==> src/rtl/seq_match_pkg.sv <==
// seq_match_pkg
//   Shared types and reset-default configuration for the serial pattern
//   detector controller (seq_match_ctrl) and its matcher sub-block.
//   Contents:
//     state_e        - controller FSM states (S_IDLE, S_SHIFT)
//     DEF_PATTERN    - reset pattern (binary 1011, first expected bit is bit 3)
//     DEF_LEN        - reset pattern length (4)
//     DEF_OVERLAP    - reset overlap mode (non-overlapping)
//     DEF_THRESHOLD  - reset IRQ threshold (0 = IRQ disabled)
package seq_match_pkg;

    typedef enum logic {
        S_IDLE  = 1'b0,
        S_SHIFT = 1'b1
    } state_e;

    // Defaults are kept 32 bits wide and cut down to the configured
    // widths where they are loaded.
    localparam logic [31:0] DEF_PATTERN   = 32'h0000_000B;
    localparam int unsigned DEF_LEN       = 4;
    localparam logic        DEF_OVERLAP   = 1'b0;
    localparam logic [31:0] DEF_THRESHOLD = 32'd0;

endpackage

==> src/rtl/pattern_matcher.sv <==
// pattern_matcher
//   Serial Moore-style pattern detector. Consumes one bit per clock when
//   bit_valid is high, keeps the recent bit history and a saturating count of
//   bits seen since the last (non-overlapping) match, and produces:
//     hit   - combinational: the bit being consumed this cycle completes a match
//     match - registered one-cycle pulse, high in the cycle after the
//             consuming edge
//   Ports:
//     clk, rst          - clock, synchronous active-high reset
//     clear             - synchronous clear of history/seen (config reload)
//     bit_valid, bit_in - serial input bit and its qualifier
//     pattern, len      - active pattern (pattern[len-1] is first bit), length
//     overlap           - 1 keeps the seen count after a match
import seq_match_pkg::*;

module pattern_matcher #(
    parameter  int MAX_PAT = 8,
    localparam int LEN_W   = $clog2(MAX_PAT + 1)
) (
    input  logic               clk,
    input  logic               rst,
    input  logic               clear,
    input  logic               bit_valid,
    input  logic               bit_in,
    input  logic [MAX_PAT-1:0] pattern,
    input  logic [LEN_W-1:0]   len,
    input  logic               overlap,
    output logic               hit,
    output logic               match
);

    // Only MAX_PAT-1 bits of history are stored: the newest bit comes
    // straight from bit_in, so the oldest bit of a MAX_PAT-long window is
    // always the top stored bit and nothing older is ever compared.
    logic [MAX_PAT-2:0] hist_q, hist_d;
    logic [MAX_PAT-1:0] hist_n;
    logic [MAX_PAT-1:0] len_mask;
    logic [LEN_W-1:0]   seen_q, seen_d, seen_n;
    logic               match_q, match_d;

    always_comb begin
        len_mask = '0;
        for (int i = 0; i < MAX_PAT; i++) begin
            len_mask[i] = (i < int'(len));
        end

        hist_n = {hist_q, bit_in};
        seen_n = (seen_q >= len) ? len : seen_q + 1'b1;

        hit = bit_valid && (len != '0) && (seen_n == len) &&
              (((hist_n ^ pattern) & len_mask) == '0);

        hist_d  = hist_q;
        seen_d  = seen_q;
        match_d = 1'b0;

        if (clear) begin
            hist_d = '0;
            seen_d = '0;
        end else if (bit_valid) begin
            hist_d  = hist_n[MAX_PAT-2:0];
            // Non-overlapping mode restarts the window after a match.
            seen_d  = (hit && !overlap) ? '0 : seen_n;
            match_d = hit;
        end
    end

    always_ff @(posedge clk) begin
        if (rst) begin
            hist_q  <= '0;
            seen_q  <= '0;
            match_q <= 1'b0;
        end else begin
            hist_q  <= hist_d;
            seen_q  <= seen_d;
            match_q <= match_d;
        end
    end

    assign match = match_q;

endmodule

==> src/rtl/seq_match_ctrl.sv <==
// seq_match_ctrl
//   Word-to-bit sequencing controller. Accepts DATA_W-bit words over a
//   valid/ready handshake, shifts them MSB-first one bit per clock into
//   pattern_matcher, counts matches (saturating) and raises a sticky IRQ when
//   the count reaches a programmable threshold.
//   Ports:
//     clk, rst            - clock, synchronous active-high reset
//     cfg_we              - config write strobe (honoured only when idle and
//                           no word is accepted in the same cycle)
//     cfg_pattern/len     - pattern and length (0 disables, >MAX_PAT clamps)
//     cfg_overlap         - overlapping detection enable
//     cfg_threshold       - IRQ threshold (0 disables IRQ)
//     in_valid, in_data   - producer word
//     in_ready            - word can be accepted this cycle
//     busy                - a word is being shifted
//     match_pulse         - one-cycle pulse per detected match
//     match_count         - saturating match counter
//     irq, irq_clr        - sticky threshold interrupt and its clear
import seq_match_pkg::*;

module seq_match_ctrl #(
    parameter  int DATA_W  = 8,
    parameter  int MAX_PAT = 8,
    parameter  int CNT_W   = 16,
    localparam int LEN_W   = $clog2(MAX_PAT + 1)
) (
    input  logic               clk,
    input  logic               rst,
    input  logic               cfg_we,
    input  logic [MAX_PAT-1:0] cfg_pattern,
    input  logic [LEN_W-1:0]   cfg_len,
    input  logic               cfg_overlap,
    input  logic [CNT_W-1:0]   cfg_threshold,
    input  logic               in_valid,
    input  logic [DATA_W-1:0]  in_data,
    output logic               in_ready,
    output logic               busy,
    output logic               match_pulse,
    output logic [CNT_W-1:0]   match_count,
    output logic               irq,
    input  logic               irq_clr
);

    localparam int IDX_W = $clog2(DATA_W);

    function automatic logic [LEN_W-1:0] clamp_len(input logic [LEN_W-1:0] l);
        if (l > LEN_W'(MAX_PAT)) begin
            return LEN_W'(MAX_PAT);
        end
        return l;
    endfunction

    state_e              state_q, state_d;
    logic [IDX_W-1:0]    bit_idx_q, bit_idx_d;
    logic [DATA_W-1:0]   word_q, word_d;

    logic [MAX_PAT-1:0]  pattern_q, pattern_d;
    logic [LEN_W-1:0]    len_q, len_d;
    logic                overlap_q, overlap_d;
    logic [CNT_W-1:0]    thr_q, thr_d;

    logic [CNT_W-1:0]    count_q, count_d, count_inc;
    logic                irq_q, irq_d;

    logic                accept;
    logic                cfg_accept;
    logic                bit_valid;
    logic                bit_in;
    logic                hit;

    // Ready on the last bit of a word as well, so back-to-back words
    // stream without an idle cycle between them.
    assign in_ready   = (state_q == S_IDLE) ||
                        ((state_q == S_SHIFT) && (bit_idx_q == '0));
    assign accept     = in_valid && in_ready;
    assign cfg_accept = cfg_we && (state_q == S_IDLE) && !accept;
    assign bit_valid  = (state_q == S_SHIFT);
    assign bit_in     = word_q[bit_idx_q];

    // FSM, word latch and bit index
    always_comb begin
        state_d   = state_q;
        bit_idx_d = bit_idx_q;
        word_d    = word_q;

        unique case (state_q)
            S_IDLE: begin
                if (accept) begin
                    state_d   = S_SHIFT;
                    word_d    = in_data;
                    bit_idx_d = IDX_W'(DATA_W - 1);
                end
            end
            S_SHIFT: begin
                if (bit_idx_q == '0) begin
                    if (accept) begin
                        word_d    = in_data;
                        bit_idx_d = IDX_W'(DATA_W - 1);
                    end else begin
                        state_d = S_IDLE;
                    end
                end else begin
                    bit_idx_d = bit_idx_q - 1'b1;
                end
            end
            default: state_d = S_IDLE;
        endcase
    end

    // Configuration registers
    always_comb begin
        pattern_d = pattern_q;
        len_d     = len_q;
        overlap_d = overlap_q;
        thr_d     = thr_q;
        if (cfg_accept) begin
            pattern_d = cfg_pattern;
            len_d     = clamp_len(cfg_len);
            overlap_d = cfg_overlap;
            thr_d     = cfg_threshold;
        end
    end

    // Match counter and sticky IRQ; counter and IRQ move on the same edge
    // that registers match_pulse, so they use the matcher's early hit.
    always_comb begin
        count_inc = count_q + 1'b1;
        count_d   = count_q;
        irq_d     = irq_q;

        if (cfg_accept) begin
            count_d = '0;
            irq_d   = 1'b0;
        end else begin
            if (irq_clr) begin
                irq_d = 1'b0;
            end
            // A saturated counter does not increment, so it cannot re-fire IRQ.
            if (hit && (count_q != '1)) begin
                count_d = count_inc;
                if ((thr_q != '0) && (count_inc == thr_q)) begin
                    irq_d = 1'b1;
                end
            end
        end
    end

    always_ff @(posedge clk) begin
        if (rst) begin
            state_q   <= S_IDLE;
            bit_idx_q <= '0;
            word_q    <= '0;
            pattern_q <= MAX_PAT'(DEF_PATTERN);
            len_q     <= clamp_len(LEN_W'(DEF_LEN));
            overlap_q <= DEF_OVERLAP;
            thr_q     <= CNT_W'(DEF_THRESHOLD);
            count_q   <= '0;
            irq_q     <= 1'b0;
        end else begin
            state_q   <= state_d;
            bit_idx_q <= bit_idx_d;
            word_q    <= word_d;
            pattern_q <= pattern_d;
            len_q     <= len_d;
            overlap_q <= overlap_d;
            thr_q     <= thr_d;
            count_q   <= count_d;
            irq_q     <= irq_d;
        end
    end

    pattern_matcher #(
        .MAX_PAT (MAX_PAT)
    ) u_matcher (
        .clk       (clk),
        .rst       (rst),
        .clear     (cfg_accept),
        .bit_valid (bit_valid),
        .bit_in    (bit_in),
        .pattern   (pattern_q),
        .len       (len_q),
        .overlap   (overlap_q),
        .hit       (hit),
        .match     (match_pulse)
    );

    assign busy        = (state_q == S_SHIFT);
    assign match_count = count_q;
    assign irq         = irq_q;

endmodule

==> config.mk <==
export PLATFORM = sky130hd
export DESIGN_NAME = seq_match_ctrl
export DESIGN_NICKNAME = d
export VERILOG_FILES = /design/src/rtl/seq_match_pkg.sv /design/src/rtl/pattern_matcher.sv /design/src/rtl/seq_match_ctrl.sv
export SDC_FILE = /design/constraint.sdc
export NUM_CORES = 1
export LEC_CHECK = 0
export CORE_MARGIN = 4
export CORE_UTILIZATION = 57
export CTS_CLUSTER_DIAMETER = 30
export DETAILED_ROUTE_END_ITERATION = 12
export PLACE_DENSITY = 0.85
export SYNTH_ARGS = -nofsm -noshare
export SYNTH_HDL_FRONTEND = slang
export SYNTH_HIERARCHICAL = 1
export SYNTH_SLANG_ARGS = --single-unit
==> constraint.sdc <==
create_clock -name clk -period 9.9 [get_ports clk]
set_input_delay 1.98 -clock clk [delete_from_list [all_inputs] [get_ports clk]]
set_output_delay 1.98 -clock clk [all_outputs]
set_load 0.01 [all_outputs]
==> run_results.csv <==
group,metric,value,unit
status,status,"finished, final reports clean",
critical_path,required,10170,ps
logic_synthesis,ys_ff_latch,70,
logic_synthesis,ys.flop_type,"dfxtp_1",
logic_synthesis,netlist_area,3580,um2
detailed_routing,vias,3252,
detailed_routing,wl_per_cell,14.8,um
cts,cts_tree,"built",
floorplanning,die_x,87.2,um
global_routing,overflow,0,
critical_path,crit_path_end_kind,"register",
logic_synthesis,synth_cell_types,53,
logic_synthesis,ys.warnings.count,6,
power,p_per_area,136,nW/um2
logic_synthesis,synthArstFlopShare,0,
timing,max_slew_margin,0.318,
global_routing,grt_pass1_wl,13900,um
floorplanning,rows,28,
timing,fmax,198,MHz
timing,fin_setup_tns,0,ps
placement,hpwl,6060,um
global_routing,grt_max_degree,45,
cts,postCtsHoldBufs,0,
layout,final_cells,569,
layout,area_growth,22.2,%
logic_synthesis,synth_cells,442,
placement,gp_congestion,0.900,
cts,numCtsBuffers,9,
timing,grt_setup_unrepaired,"false",
logic_synthesis,synth_edf_count,0,
layout,final_cell_mix,"nand2_1, dfxtp_1, clkdlybuf4s50_1",
floorplanning,io_pins,62,
floorplanning,die_h,87.2,um
layout,layout_commonest_cell,"nand2_1",
logic_synthesis,syn_area_per_cell,8.10,um2
detailed_routing,ant_nets,0,
detailed_routing,route.detailed.drc,0,
timing,finalMaxSlewViolations,0,
cts,clock_path_buffers,2,
cts,worstSkewPairLatency,340,ps
critical_path,worst-r2r-setup-slack,6190,ps
timing,finalCritPeriodShare,0.510,
layout,antenna_cells,0,
timing,fin_crit,5050,ps
timing,finalSetupViolCount,0,
hold_path,hold_class,"register to register",
layout,drive_above_1_share,0.0526,
cts,ctsResizeCount,0,
critical_path,cp_max_fo,31,
critical_path,crit_arrival,5310,ps
timing,hold_violations,0,
floorplanning,core,5990,um2
timing,fin_skew,7.15,ps
logic_synthesis,syn_nets,492,
floorplanning,start_util,0.598,
cts,clk_pin_slew,70,ps
power,p_leak,1.61,nW
global_routing,grtUsageTotal,0.229,
placement,numPortBuffers,61,
critical_path,critPathKind,"input pin to register",
layout,nNetsFinal,540,
cts,cts.sinks,70,
critical_path,cp-start-kind,"input pin",
cts,cts-root-buf,"clkbuf_8",
global_routing,antenna_found_initial,0,
placement,dp.cells,554,
flow_run,maxCapViolations,0,
floorplanning,fp.dieArea,7610,um2
cts,cts_setup_buffers,0,
detailed_routing,drtPass1Iterations,4,
detailed_routing,avgViaCountPerCell,5.72,
timing,worst_slew_pin_slew,1020,ps
logic_synthesis,yosysSeqAreaShare,0.391,
detailed_routing,drt_iter0_markers,209,
global_routing,grt_pass1_vias,2996,
cts,htreeDepth,3,
power,peakVddDrop,0.0975,mV
detailed_routing,wirelength,8420,um
-- power by group --
group          total (mW)  leakage, nW  switching [mW]  internal (mW)
sequential          0.304        0.570          0.0126          0.292
combinational      0.0742        0.945          0.0353         0.0389
clock               0.217       0.0958          0.0992          0.117
-- cell usage after synthesis (all sizes together), types with 3 or more instances --
cell type,n,area (um2)
a211oi,5,37.5
a21oi,42,210
and3,4,25.0
buf,11,53.8
clkbuf,15,56.3
dfxtp,70,1400
ha,8,100
inv,14,52.6
mux2i,10,100
nand2,87,329
nand3,11,55.1
nand3b,6,45.0
nand4,9,56.3
nor2,38,143
nor3,6,30.0
nor3b,3,22.5
nor4,9,62.6
o21ai,9,52.6
xnor2,22,193
xor2,27,236
-- stage by stage --
step | hold WS [ps] | worst slack (ps) | area, um2 | utilization | total power, mW
after floorplan | 429 | 6450 | 3580 | - | 0.354
after global placement | 440 | 4670 | 4190 | 0.699 | 0.381
after detailed placement | 452 | 4520 | 4190 | 0.699 | 0.384
after CTS | 461 | 4880 | 4380 | 0.730 | 0.598
after global routing | 487 | 4520 | 4380 | 0.730 | 0.620
final | 464 | 4850 | 4380 | 0.730 | 0.595
-- critical path, stage by stage --
cell,delay [ps]
clkdlybuf4s50_1,580
nor2_1,80
nand2_2,490
inv_2,370
or2_0,660
nor4_1,440
nand3_1,100
or4_1,470
o21ai_1,140
-- logic make-up (layout without fill, tap and decap cells) --
| family | Yosys count | in the layout | synth area share |
|---|---|---|---|
| fa+ha+maj | 8 | 8 | 0.0280 |
| buf+inv | 40 | 92 | 0.0454 |
| xor+xnor | 49 | 49 | 0.120 |
| flops | 70 | 70 | 0.391 |
| mux | 12 | 12 | 0.0405 |
| compound gates | 75 | 75 | 0.127 |
| simple gates | 188 | 188 | 0.247 |
-- layer usage --
layer | routed length (um) | up-vias | GRT usage
met5 | 0 | - | 0
met4 | 136 | 0 | 0.0711
met3 | 538 | 12 | 0.0511
met2 | 3900 | 121 | 0.351
met1 | 3840 | 1512 | 0.321
li1 | - | 1607 | -
-- worst paths after layout --
path	endpoint	from	depth (start not counted)
max	irq	in_valid	9
min	word_q[2]	word_q[2]	2
max reg2reg	irq	bit_idx_q[0]	13
min reg2reg	word_q[2]	word_q[2]	2
-- area by class of cell --
cell class / count / area [um2]
clock buffers: 15 / 186
well taps: 75 / 93.8
flip-flops and latches: 70 / 1400
repair buffers: 63 / 626
fillers: 469 / 1620
multi-input cells: 332 / 2020
inverters: 14 / 52.6
-- state kept, by name, indices dropped and copies added, names as in the netlist --
signal            flops
match_count          16
thr_q                16
pattern_q             8
word_q                8
u_matcher/hist_q      7
len_q                 4
u_matcher/seen_q      4
bit_idx_q             3
busy                  1
irq                   1
overlap_q             1
u_matcher/match       1
(Power assumes the default switching activity.)
